**src/rtl/traffic_pkg.sv**
```systemverilog
// rtl/traffic_pkg.sv - shared types and constants for the traffic-light timer and controllers
package traffic_pkg;

  localparam int SEC_W = 6;

  localparam int T_SHORT_DEF = 3;
  localparam int T_LONG_DEF  = 25;

  typedef enum logic {
    TMR_IDLE = 1'b0,
    TMR_RUN  = 1'b1
  } timer_state_t;

  // Light encoding shared with the controllers that drive this timer.
  typedef enum logic [1:0] {
    LIGHT_RED    = 2'd0,
    LIGHT_YELLOW = 2'd1,
    LIGHT_GREEN  = 2'd2,
    LIGHT_OFF    = 2'd3
  } light_t;

endpackage

```
**src/rtl/sec_down_timer.sv**
```systemverilog
// rtl/sec_down_timer.sv - restartable one-shot timer counting SEC whole seconds of CLK_FREQ cycles
module sec_down_timer
  import traffic_pkg::*;
#(
  parameter int CLK_FREQ = 50_000_000,
  parameter int SEC      = T_SHORT_DEF
) (
  input  logic             clk,
  input  logic             glob_rst,
  input  logic             start,
  output logic             timeout,
  output logic             busy,
  output logic [SEC_W-1:0] sec_left
);

  localparam int SUB_W = (CLK_FREQ > 1) ? $clog2(CLK_FREQ) : 1;
  localparam logic [SUB_W-1:0] SUB_RELOAD = SUB_W'(CLK_FREQ - 1);
  localparam logic [SEC_W-1:0] SEC_RELOAD = SEC_W'(SEC - 1);

  timer_state_t     state_q, state_d;
  logic [SUB_W-1:0] sub_q, sub_d;
  logic [SEC_W-1:0] sec_q, sec_d;
  logic             timeout_q, timeout_d;
  logic [SEC_W-1:0] sec_left_q, sec_left_d;

  always_ff @(posedge clk) begin
    if (glob_rst) begin
      state_q    <= TMR_IDLE;
      sub_q      <= '0;
      sec_q      <= '0;
      timeout_q  <= 1'b0;
      sec_left_q <= '0;
    end else begin
      state_q    <= state_d;
      sub_q      <= sub_d;
      sec_q      <= sec_d;
      timeout_q  <= timeout_d;
      sec_left_q <= sec_left_d;
    end
  end

  // A start always wins, so a start on the expiry edge silently restarts the run.
  always_comb begin
    state_d    = state_q;
    sub_d      = sub_q;
    sec_d      = sec_q;
    timeout_d  = 1'b0;
    sec_left_d = '0;

    if (start) begin
      state_d = TMR_RUN;
      sub_d   = SUB_RELOAD;
      sec_d   = SEC_RELOAD;
    end else if (state_q == TMR_RUN) begin
      if (sub_q != '0) begin
        sub_d = sub_q - SUB_W'(1);
      end else if (sec_q != '0) begin
        sec_d = sec_q - SEC_W'(1);
        sub_d = SUB_RELOAD;
      end else begin
        timeout_d = 1'b1;
        state_d   = TMR_IDLE;
      end
    end

    // Registered so sec_left tracks the count that will be in effect next cycle.
    if (state_d == TMR_RUN) begin
      sec_left_d = sec_d + SEC_W'(1);
    end
  end

  assign timeout  = timeout_q;
  assign busy     = (state_q == TMR_RUN);
  assign sec_left = sec_left_q;

endmodule

```
**src/rtl/traffic_timer.sv**
```systemverilog
// rtl/traffic_timer.sv - independent short and long seconds timers for one traffic controller
module traffic_timer
  import traffic_pkg::*;
#(
  parameter int CLK_FREQ = 50_000_000,
  parameter int T_SHORT  = T_SHORT_DEF,
  parameter int T_LONG   = T_LONG_DEF
) (
  input  logic             clk,
  input  logic             glob_rst,
  input  logic             start_t,
  input  logic             start_T,
  output logic             t_timeout,
  output logic             T_timeout,
  output logic             t_busy,
  output logic             T_busy,
  output logic [SEC_W-1:0] t_sec_left,
  output logic [SEC_W-1:0] T_sec_left
);

  sec_down_timer #(
    .CLK_FREQ (CLK_FREQ),
    .SEC      (T_SHORT)
  ) u_short (
    .clk      (clk),
    .glob_rst (glob_rst),
    .start    (start_t),
    .timeout  (t_timeout),
    .busy     (t_busy),
    .sec_left (t_sec_left)
  );

  sec_down_timer #(
    .CLK_FREQ (CLK_FREQ),
    .SEC      (T_LONG)
  ) u_long (
    .clk      (clk),
    .glob_rst (glob_rst),
    .start    (start_T),
    .timeout  (T_timeout),
    .busy     (T_busy),
    .sec_left (T_sec_left)
  );

endmodule

```
**config.mk**
```make
export PLATFORM = sky130hd
export DESIGN_NAME = traffic_timer
export DESIGN_NICKNAME = d
export VERILOG_FILES = /design/src/rtl/traffic_pkg.sv /design/src/rtl/sec_down_timer.sv /design/src/rtl/traffic_timer.sv
export SDC_FILE = /design/constraint.sdc
export NUM_CORES = 1
export LEC_CHECK = 0
export CORE_MARGIN = 4
export CORE_UTILIZATION = 45
export CTS_CLUSTER_DIAMETER = 120
export DETAILED_ROUTE_END_ITERATION = 7
export GPL_ROUTABILITY_DRIVEN = 0
export HOLD_SLACK_MARGIN = 0.12
export PLACE_DENSITY = 0.58
export SYNTH_ARGS = -nofsm -noshare
export SYNTH_HDL_FRONTEND = slang
export SYNTH_HIERARCHICAL = 1
export SYNTH_SLANG_ARGS = --single-unit
```
**constraint.sdc**
```tcl
create_clock -name clk -period 3 [get_ports clk]
set_input_delay 0.6 -clock clk [delete_from_list [all_inputs] [get_ports clk]]
set_output_delay 0.6 -clock clk [all_outputs]
set_load 0.01 [all_outputs]
```
Yosys cells after proc, flatten, opt, wreduce, memory -nomap -nowiden:

Cells that the tools add are included.

* register bits after elaboration: 80

* reductions and logical operators: 20
* multiplexer cells: 26
* bitwise gates (word level): 4
* $add $sub $neg: 6

Operators by type and width (count)
* $mux 26: 8
* $reduce_bool 26->1: 2
* $sub 26x1->26 const B: 2
* $mux 6: 8
* $add 6x1->6 const B: 2
* $reduce_bool 6->1: 2
* $sub 6x1->6 const B: 2
* $mux 1: 10
* $reduce_and 2->1: 4
* $reduce_bool 2->1: 4
* $reduce_or 2->1: 4
* $reduce_or 4->1: 2
* $reduce_bool 3->1: 2
* $not 1->1: 4

Longest topological paths before layout:

Gate-level depths: netlist of run 1.

* word-level depth: 7
* gate-level depth with buffers: 13
* mapped depth without buffers: 12

Cells and area by module:

The synthesis of run 1 kept the hierarchy.

By module, submodules not included
* sec_down_timer (u_short): instances 1, area each 2130.8 µm², cells an instance 243
* sec_down_timer (u_long): instances 1, area each 2047.0 µm², cells an instance 241

Worst setup path before layout of run 1:

OpenSTA, ideal clock, no wires.

* path type: reg2reg
* start: reg u_long.sub_q[0]
* end: reg u_long.sec_left_q[5], in the netlist u_long/sec_left[5]
* data arrival time: 2.449 ns
* path slack: 0.481 ns
* required time: 2.930 ns
* cell stages (with the launch flop): 11
* library setup time: 0.070 ns
* clock period less this slack: 2.519 ns
* cell sequence: dfxtp_1 inv_1 ha_1 nor3b_1 nand2_1 or4_1 buf_2 nor3_4 o21ai_2 or4_1 a21oi_1

* longest elaborated chain between the ends: 6

RTL lines
* from (decl): RTL line sec_down_timer.sv:21 `logic [SUB_W-1:0] sub_q, sub_d;`
* from (signal assigned): RTL line sec_down_timer.sv:35 `sub_q <= sub_d;`
* $reduce_bool 26->1 *: RTL line sec_down_timer.sv:55 `if (sub_q != '0) begin`
* parallel branches: the longest is 5 deep, another holds $add 6x1->6
* to (signal assigned): RTL line sec_down_timer.sv:38 `sec_left_q <= sec_left_d;`
* to (decl): RTL line sec_down_timer.sv:24 `logic [SEC_W-1:0] sec_left_q, sec_left_d;`

Every way passes the cells marked *.
A chain may end at the register's enable or synchronous reset.

Final worst setup path of run 1:

* start: reg u_short.sub_q[14]
* end: reg u_short.sec_left_q[4], in the netlist u_short/sec_left[4]

RTL lines
* from (decl): RTL line sec_down_timer.sv:21
* from (signal assigned): RTL line sec_down_timer.sv:35
* $reduce_bool 26->1: RTL line sec_down_timer.sv:55
* $mux 6: RTL line sec_down_timer.sv:55
* $mux 6: RTL line sec_down_timer.sv:54 `end else if (state_q == TMR_RUN) begin`
* $mux 6: RTL line sec_down_timer.sv:50 `if (start) begin`
* net u_short.sec_d[0]: RTL line sec_down_timer.sv:22 `logic [SEC_W-1:0] sec_q, sec_d;`
* $add 6x1->6: RTL line sec_down_timer.sv:68 `sec_left_d = sec_d + SEC_W'(1);`
* to (signal assigned): RTL line sec_down_timer.sv:38
* to (decl): RTL line sec_down_timer.sv:24

The timed path passes the listed nets, and every way through them passes these cells.

==> impl_metrics.ini, run 1 <==
[detailed_routing]
drc = 0
ant_nets = 0
wl_met3_um = 301
met2_wirelength_um = 4916
drt_iter0_drc = 155
vias = 3627
avgViaCountPerCell = 5.794
wl_per_cell_um = 16.16
drtPass1Iterations = 4
wl_um = 10110
wl_met1_um = 4716
highest_layer = met4

[global_route]
grt_pass1_wl_um = 17270
grt_pass1_vias = 3564
grt_overflow = 0
antenna_found_initial = 0
grt_max_degree = 39
grt_use_total_pct = 19.00

[worst_setup_path]
rr_worst_depth = 9
path_buf_inv = 1
cp_slowest_cell = or4_4
worst_ep_required_time_ns = 3.27
crit_cells = 9
worstSetupEndpointType = flip-flop
start_kind = flip-flop
critPathMaxFanout = 6
rrSetupSlack_ns = 0.31
slowest_delay_ns = 0.52
r2r_start = u_short/sub_q[14]$_SDFFE_PP0P_
arrival_ns = 2.97
r2r-end = u_short/sec_left[4]$_SDFF_PP0_
critPathKind = reg2reg
path_cells = or3_4 -> or4_4 -> nor4_2 -> xnor2_1 -> nor2_1 -> ha_1 -> inv_1 -> o31a_1 -> nor3b_1
critPathTopFamily = simple AND/OR/NAND/NOR gates

[timing]
slew_violations = 0
fin_tns_setup_ns = 0
finalSetupViolations = 0
hold_viol = 0
finClkSkew_ns = 0.01105
fmax_ghz = 0.3715
period_share_pct = 89.72
fin_crit_ns = 2.692
rsz0062_at_grt = no
hold_slack_ns = 0.5055
worst_slew_pin_slew_ns = 0.7369
slew_headroom_pct = 50.88

[logic_synthesis]
synth_fa_ha_area_share_pct = 2.396
synthCells = 484
synth_edf_count = 0
synth-seq-area-share_pct = 38.33
synth_area_um2 = 4178
synth_mux_area_share_pct = 1.707
yosys.area_share.simple_pct = 31.99
syn-num-nets = 496
ys_seq_elements = 80
ys_warn_count = 6
synth_compound_area_share_pct = 14.02
synthDistinctLibCells = 60
avgSynthCellArea_um2 = 8.632
synth_top_family_by_area = simple AND/OR/NAND/NOR gates
synth-main-ff-cell = dfxtp_1
async_reset_ff_share_pct = 0
synth-xor-area-share_pct = 8.386

[cells_and_area]
antenna_cells = 0
nFillCells = 847
multi_input_area_um2 = 2444
areaGrowthSynthToFinish_pct = 13.93
seq_area_um2 = 1602
final_cell_mix = 80 x dfxtp_1, 60 x nor2_1, 35 x a21oi_1
final_common_cell = dfxtp_1
nNetsFinal = 525
drive_gt1_share_pct = 11.20

[cts]
cts_buffers = 9
cts_buffer_depth = 2
clock_latency_ns = 0.35
htree_levels = 3
cts_sinks = 80
cts_hold_buf = 0
post_cts_buffers = 0
cts_tree = yes
clkSlewWorstSetupHoldPaths_ns = 0.09
cts_resized = 0
clock-root-buffer = clkbuf_8

[power]
pwr_density_cell_nw_per_um2 = 490.5
peakVddDrop_uv = 235.9
leakage_nw = 1.691

[min_path]
hold_depth = 1
hp-start = u_long/sub_q[21]$_SDFFE_PP0P_
hold_path_end = u_long/sub_q[21]$_SDFFE_PP0P_
hp-class = reg2reg

[floorplan]
die_h_um = 104.4
rows = 34
start_util_pct = 46.99
core_area_um2 = 8891
die_area_um2 = 10890
dieWidth_um = 104.4
io_pins = 20

[status]
status = complete, no violations

[run]
maxCapViolations = 0

[placement]
io_buffers = 19
dp_hpwl_um = 7143
## worst reg2reg max path: stages (launching register included)
cell     delay [ns]
dfxtp_1        0.36
or3_4          0.39
or4_4          0.52
nor4_2         0.38
xnor2_1        0.18
nor2_1         0.13
ha_1           0.15
inv_1          0.06
o31a_1         0.30
nor3b_1        0.17
## state kept, by name, indices dropped and copies added (netlist names)
name and cells:
u_short/timeout 1, u_short/sec_left 6, u_short/sub_q 26, u_long/busy 1, u_long/sec_left 6, u_short/sec_q 6, u_long/sub_q 26, u_short/busy 1
u_long/sec_q 6, u_long/timeout 1
## logic make-up after synthesis
logic type,count (synthesis)
AND/OR/NAND/NOR,229
AO/OA/AOI/OAI,86
flip-flops,80
XOR/XNOR,40
buffers and inverters,34
adder cells (fa/ha/maj),8
multiplexers,7
## power breakdown
part | switching [mW] | internal [mW]
Combinational | 0.198 | 0.141
Sequential | 0.0611 | 1.12
Clock | 0.409 | 0.410
Total | 0.668 | 1.67
## Yosys cell counts, types with 3 or more instances
| master | number | area (µm²) |
|---|---|---|
| mux2i_1 | 6 | 60.06 |
| o31a_1 | 3 | 26.28 |
| buf_2 | 4 | 20.02 |
| nor3_4 | 3 | 48.80 |
| o31ai_1 | 3 | 22.52 |
| a311oi_1 | 8 | 70.07 |
| a21oi_1 | 35 | 175.2 |
| a211o_1 | 3 | 26.28 |
| a211oi_1 | 4 | 30.03 |
| nor2_1 | 60 | 225.2 |
| a31oi_1 | 3 | 18.77 |
| ha_1 | 8 | 100.1 |
| nor3_1 | 32 | 160.2 |
| nor3b_1 | 6 | 45.04 |
| and3_1 | 7 | 43.79 |
| nor2b_1 | 7 | 43.79 |
| nand2b_1 | 4 | 25.02 |
| o21ai_0 | 11 | 55.05 |
| nor4b_1 | 5 | 43.79 |
| xor2_1 | 8 | 70.07 |
| or2_2 | 6 | 37.54 |
| a221oi_1 | 3 | 26.28 |
| or3_1 | 9 | 56.30 |
| nand4_1 | 10 | 62.56 |
| or4_1 | 6 | 45.04 |
| nor4_4 | 3 | 63.81 |
| and2_1 | 6 | 37.54 |
| xnor2_1 | 32 | 280.3 |
| inv_1 | 14 | 52.55 |
| clkbuf_1 | 15 | 56.30 |
| nor4_1 | 17 | 106.4 |
| dfxtp_1 | 80 | 1602 |
| nand3_1 | 7 | 35.03 |
| nand2_1 | 24 | 90.09 |
## how the worst max path moves through the flow
stage,from,to,slack (ns)
6_report,u_short/sub_q[14]$_SDFFE_PP0P_,u_short/sec_left[4]$_SDFF_PP0_,0.31
5_1_grt,u_short/sub_q[21]$_SDFFE_PP0P_,u_short/sec_left[4]$_SDFF_PP0_,0.06
4_1_cts,u_long/sub_q[0]$_SDFFE_PP0P_,u_long/sub_q[15]$_SDFFE_PP0P_,0.29
3_5_place_dp,u_short/sub_q[14]$_SDFFE_PP0P_,u_short/sec_left[4]$_SDFF_PP0_,0.32
3_3_place_gp,u_short/sub_q[14]$_SDFFE_PP0P_,u_short/sec_left[4]$_SDFF_PP0_,0.35
2_1_floorplan,u_long/sub_q[0]$_SDFFE_PP0P_,u_long/sec_left[5]$_SDFF_PP0_,0.48
## metrics by stage
| stage | util, % | cells | area [µm²] | power, mW | setup slack [ns] |
|---|---|---|---|---|---|
| final | 53.53 | 626 | 4760 | 2.335 | 0.3085 |
| after global routing | 53.53 | 626 | 4760 | 2.458 | 0.06196 |
| after CTS | 53.53 | 626 | 4760 | 2.358 | 0.2910 |
| after detailed placement | 51.29 | 610 | 4561 | 1.536 | 0.3236 |
| after global placement | 51.29 | 610 | 4561 | 1.531 | 0.3452 |
| after floorplan | - | 484 | 4178 | 1.429 | 0.4813 |
## metal layers
metal | track usage (%) | up-vias
li1 | - | 1831
met3 | 4.097 | 17
met2 | 32.61 | 58
met1 | 23.69 | 1721
met5 | 0 | -
met4 | 5.983 | 0
## layout make-up
class | count | area share [%]
Sequential cell | 80 | 33.65
Inverter | 14 | 1.104
Timing Repair Buffer | 38 | 6.887
Tap cell | 108 | 2.839
Clock inverter | 4 | 1.130
Multi-Input combinational cell | 370 | 51.34
Clock buffer | 12 | 3.049
No activity file was read; power rests on OpenSTA's default activity.
==> run 2, diff against run 1 <==
--- a/config.mk
+++ b/config.mk
@@ -12,6 +12,7 @@
 export GPL_ROUTABILITY_DRIVEN = 0
 export HOLD_SLACK_MARGIN = 0.12
 export PLACE_DENSITY = 0.58
+export RECOVER_POWER = 25
 export SYNTH_ARGS = -nofsm -noshare
 export SYNTH_HDL_FRONTEND = slang
 export SYNTH_HIERARCHICAL = 1
==> impl_metrics.ini, run 2 (synthesis gave the netlist of run 1 again) <==
[worst_setup_path]
path_cells = or3_4 -> or4_4 -> nor3_1 -> mux2i_1 -> or4_1 -> and3_1
cp_slowest_cell = or4_1
critPathMaxFanout = 6
worstSetupEndpointType = flip-flop
rrSetupSlack_ns = 0.27
slowest_delay_ns = 0.54
critPathKind = reg2reg
start_kind = flip-flop
worst_ep_required_time_ns = 3.25
arrival_ns = 2.98

[cells_and_area]
stdcell_count = 626
nFillCells = 847
reg.largest.list = u_long/sub_q x26, u_short/sub_q x26
drive_gt1_share_pct = 10.81
final_cell_mix = 80 x dfxtp_1, 60 x nor2_1, 35 x a21oi_1
areaGrowthSynthToFinish_pct = 13.57
multi_input_area_um2 = 2432
seq_area_um2 = 1602
final_common_cell = dfxtp_1
antenna_cells = 0
final_cell_area_um2 = 4745
nNetsFinal = 525

[power]
leakage_nw = 1.716
peakVddDrop_uv = 234.7
finalPower_mw = 2.328
pwr_density_cell_nw_per_um2 = 490.7

[cts]
clkSlewWorstSetupHoldPaths_ns = 0.09
cts_sinks = 80
cts_buffer_depth = 2
cts_hold_buf = 0
htree_levels = 3
clock_latency_ns = 0.35
cts_buffers = 9
clock-root-buffer = clkbuf_8
cts_tree = yes
cts_resized = 0
post_cts_buffers = 0

[floorplan]
start_util_pct = 46.99
io_pins = 20
die_area_um2 = 10890
die_h_um = 104.4
core_area_um2 = 8891
rows = 34
dieWidth_um = 104.4

[timing]
period_share_pct = 91.11
finClkSkew_ns = 0.01064
hold_viol = 0
slew_headroom_pct = 51.46
fin_tns_setup_ns = 0
fmax_ghz = 0.3659
fin_crit_ns = 2.733
finalSetupViolations = 0
worst_slew_pin_slew_ns = 0.7282
rsz0062_at_grt = no
slew_violations = 0

[placement]
io_buffers = 19
dp_hpwl_um = 7143
placed_area_um2 = 4561
dp.cells = 610

[global_route]
grt_max_degree = 39
grt_use_total_pct = 19.00
grt_pass1_wl_um = 17270
grt_overflow = 0
grt_pass1_vias = 3564
antenna_found_initial = 0

[detailed_routing]
wl_per_cell_um = 16.11
vias = 3640
drtPass1Iterations = 4
avgViaCountPerCell = 5.815
drc = 0
ant_nets = 0
drt_iter0_drc = 152
wl_um = 10090

[status]
status = complete, no violations

[min_path]
hp-class = reg2reg

[run]
maxCapViolations = 0
run 2: worst paths after layout:
| path | cells past startpoint | start | endpoint |
|---|---|---|---|
| max | 6 | u_short/sub_q[14]$_SDFFE_PP0P_ | u_short/sec_left[5]$_SDFF_PP0_ |
| min | 1 | u_long/sub_q[21]$_SDFFE_PP0P_ | u_long/sub_q[21]$_SDFFE_PP0P_ |
| max reg2reg | 6 | u_short/sub_q[14]$_SDFFE_PP0P_ | u_short/sec_left[5]$_SDFF_PP0_ |
| min reg2reg | 1 | u_long/sub_q[21]$_SDFFE_PP0P_ | u_long/sub_q[21]$_SDFFE_PP0P_ |
run 2: cell type report:
cell class / instances / area share (%)
Clock buffer: 12 / 3.059
Clock inverter: 4 / 1.134
Inverter: 14 / 1.108
Multi-Input combinational cell: 370 / 51.27
Sequential cell: 80 / 33.76
Tap cell: 108 / 2.848
Timing Repair Buffer: 38 / 6.830
run 2: through the flow:
step	util [%]	hold slack, ns	setup WS (ns)
6_report	53.36	0.5054	0.2668
2_1_floorplan	-	0.4491	0.4813
5_1_grt	53.36	0.5424	0.07979
3_5_place_dp	51.29	0.4866	0.3236
3_3_place_gp	51.29	0.4752	0.3452
4_1_cts	53.53	0.5059	0.2910
run 2: routing by layer:
layer / vias to the layer above / global-route usage (%) / routed length, µm
met3: 14 / 4.097 / 314
met5: - / 0 / 0
met1: 1747 / 23.69 / 4653
li1: 1824 / - / -
met4: 0 / 5.983 / 132
met2: 55 / 32.61 / 4988
run 2: critical path: cells and delay by family, from the launching register on:
family	cells	cell delay, ns
flops	1	0.36
simple gates	5	2.08
mux	1	0.19
run 2: report_power, final:
| part | switching [mW] | internal (mW) | total (mW) |
|---|---|---|---|
| registers | 0.0609 | 1.11 | 1.18 |
| clock network | 0.407 | 0.410 | 0.817 |
| logic | 0.196 | 0.138 | 0.335 |
| total | 0.665 | 1.66 | 2.33 |
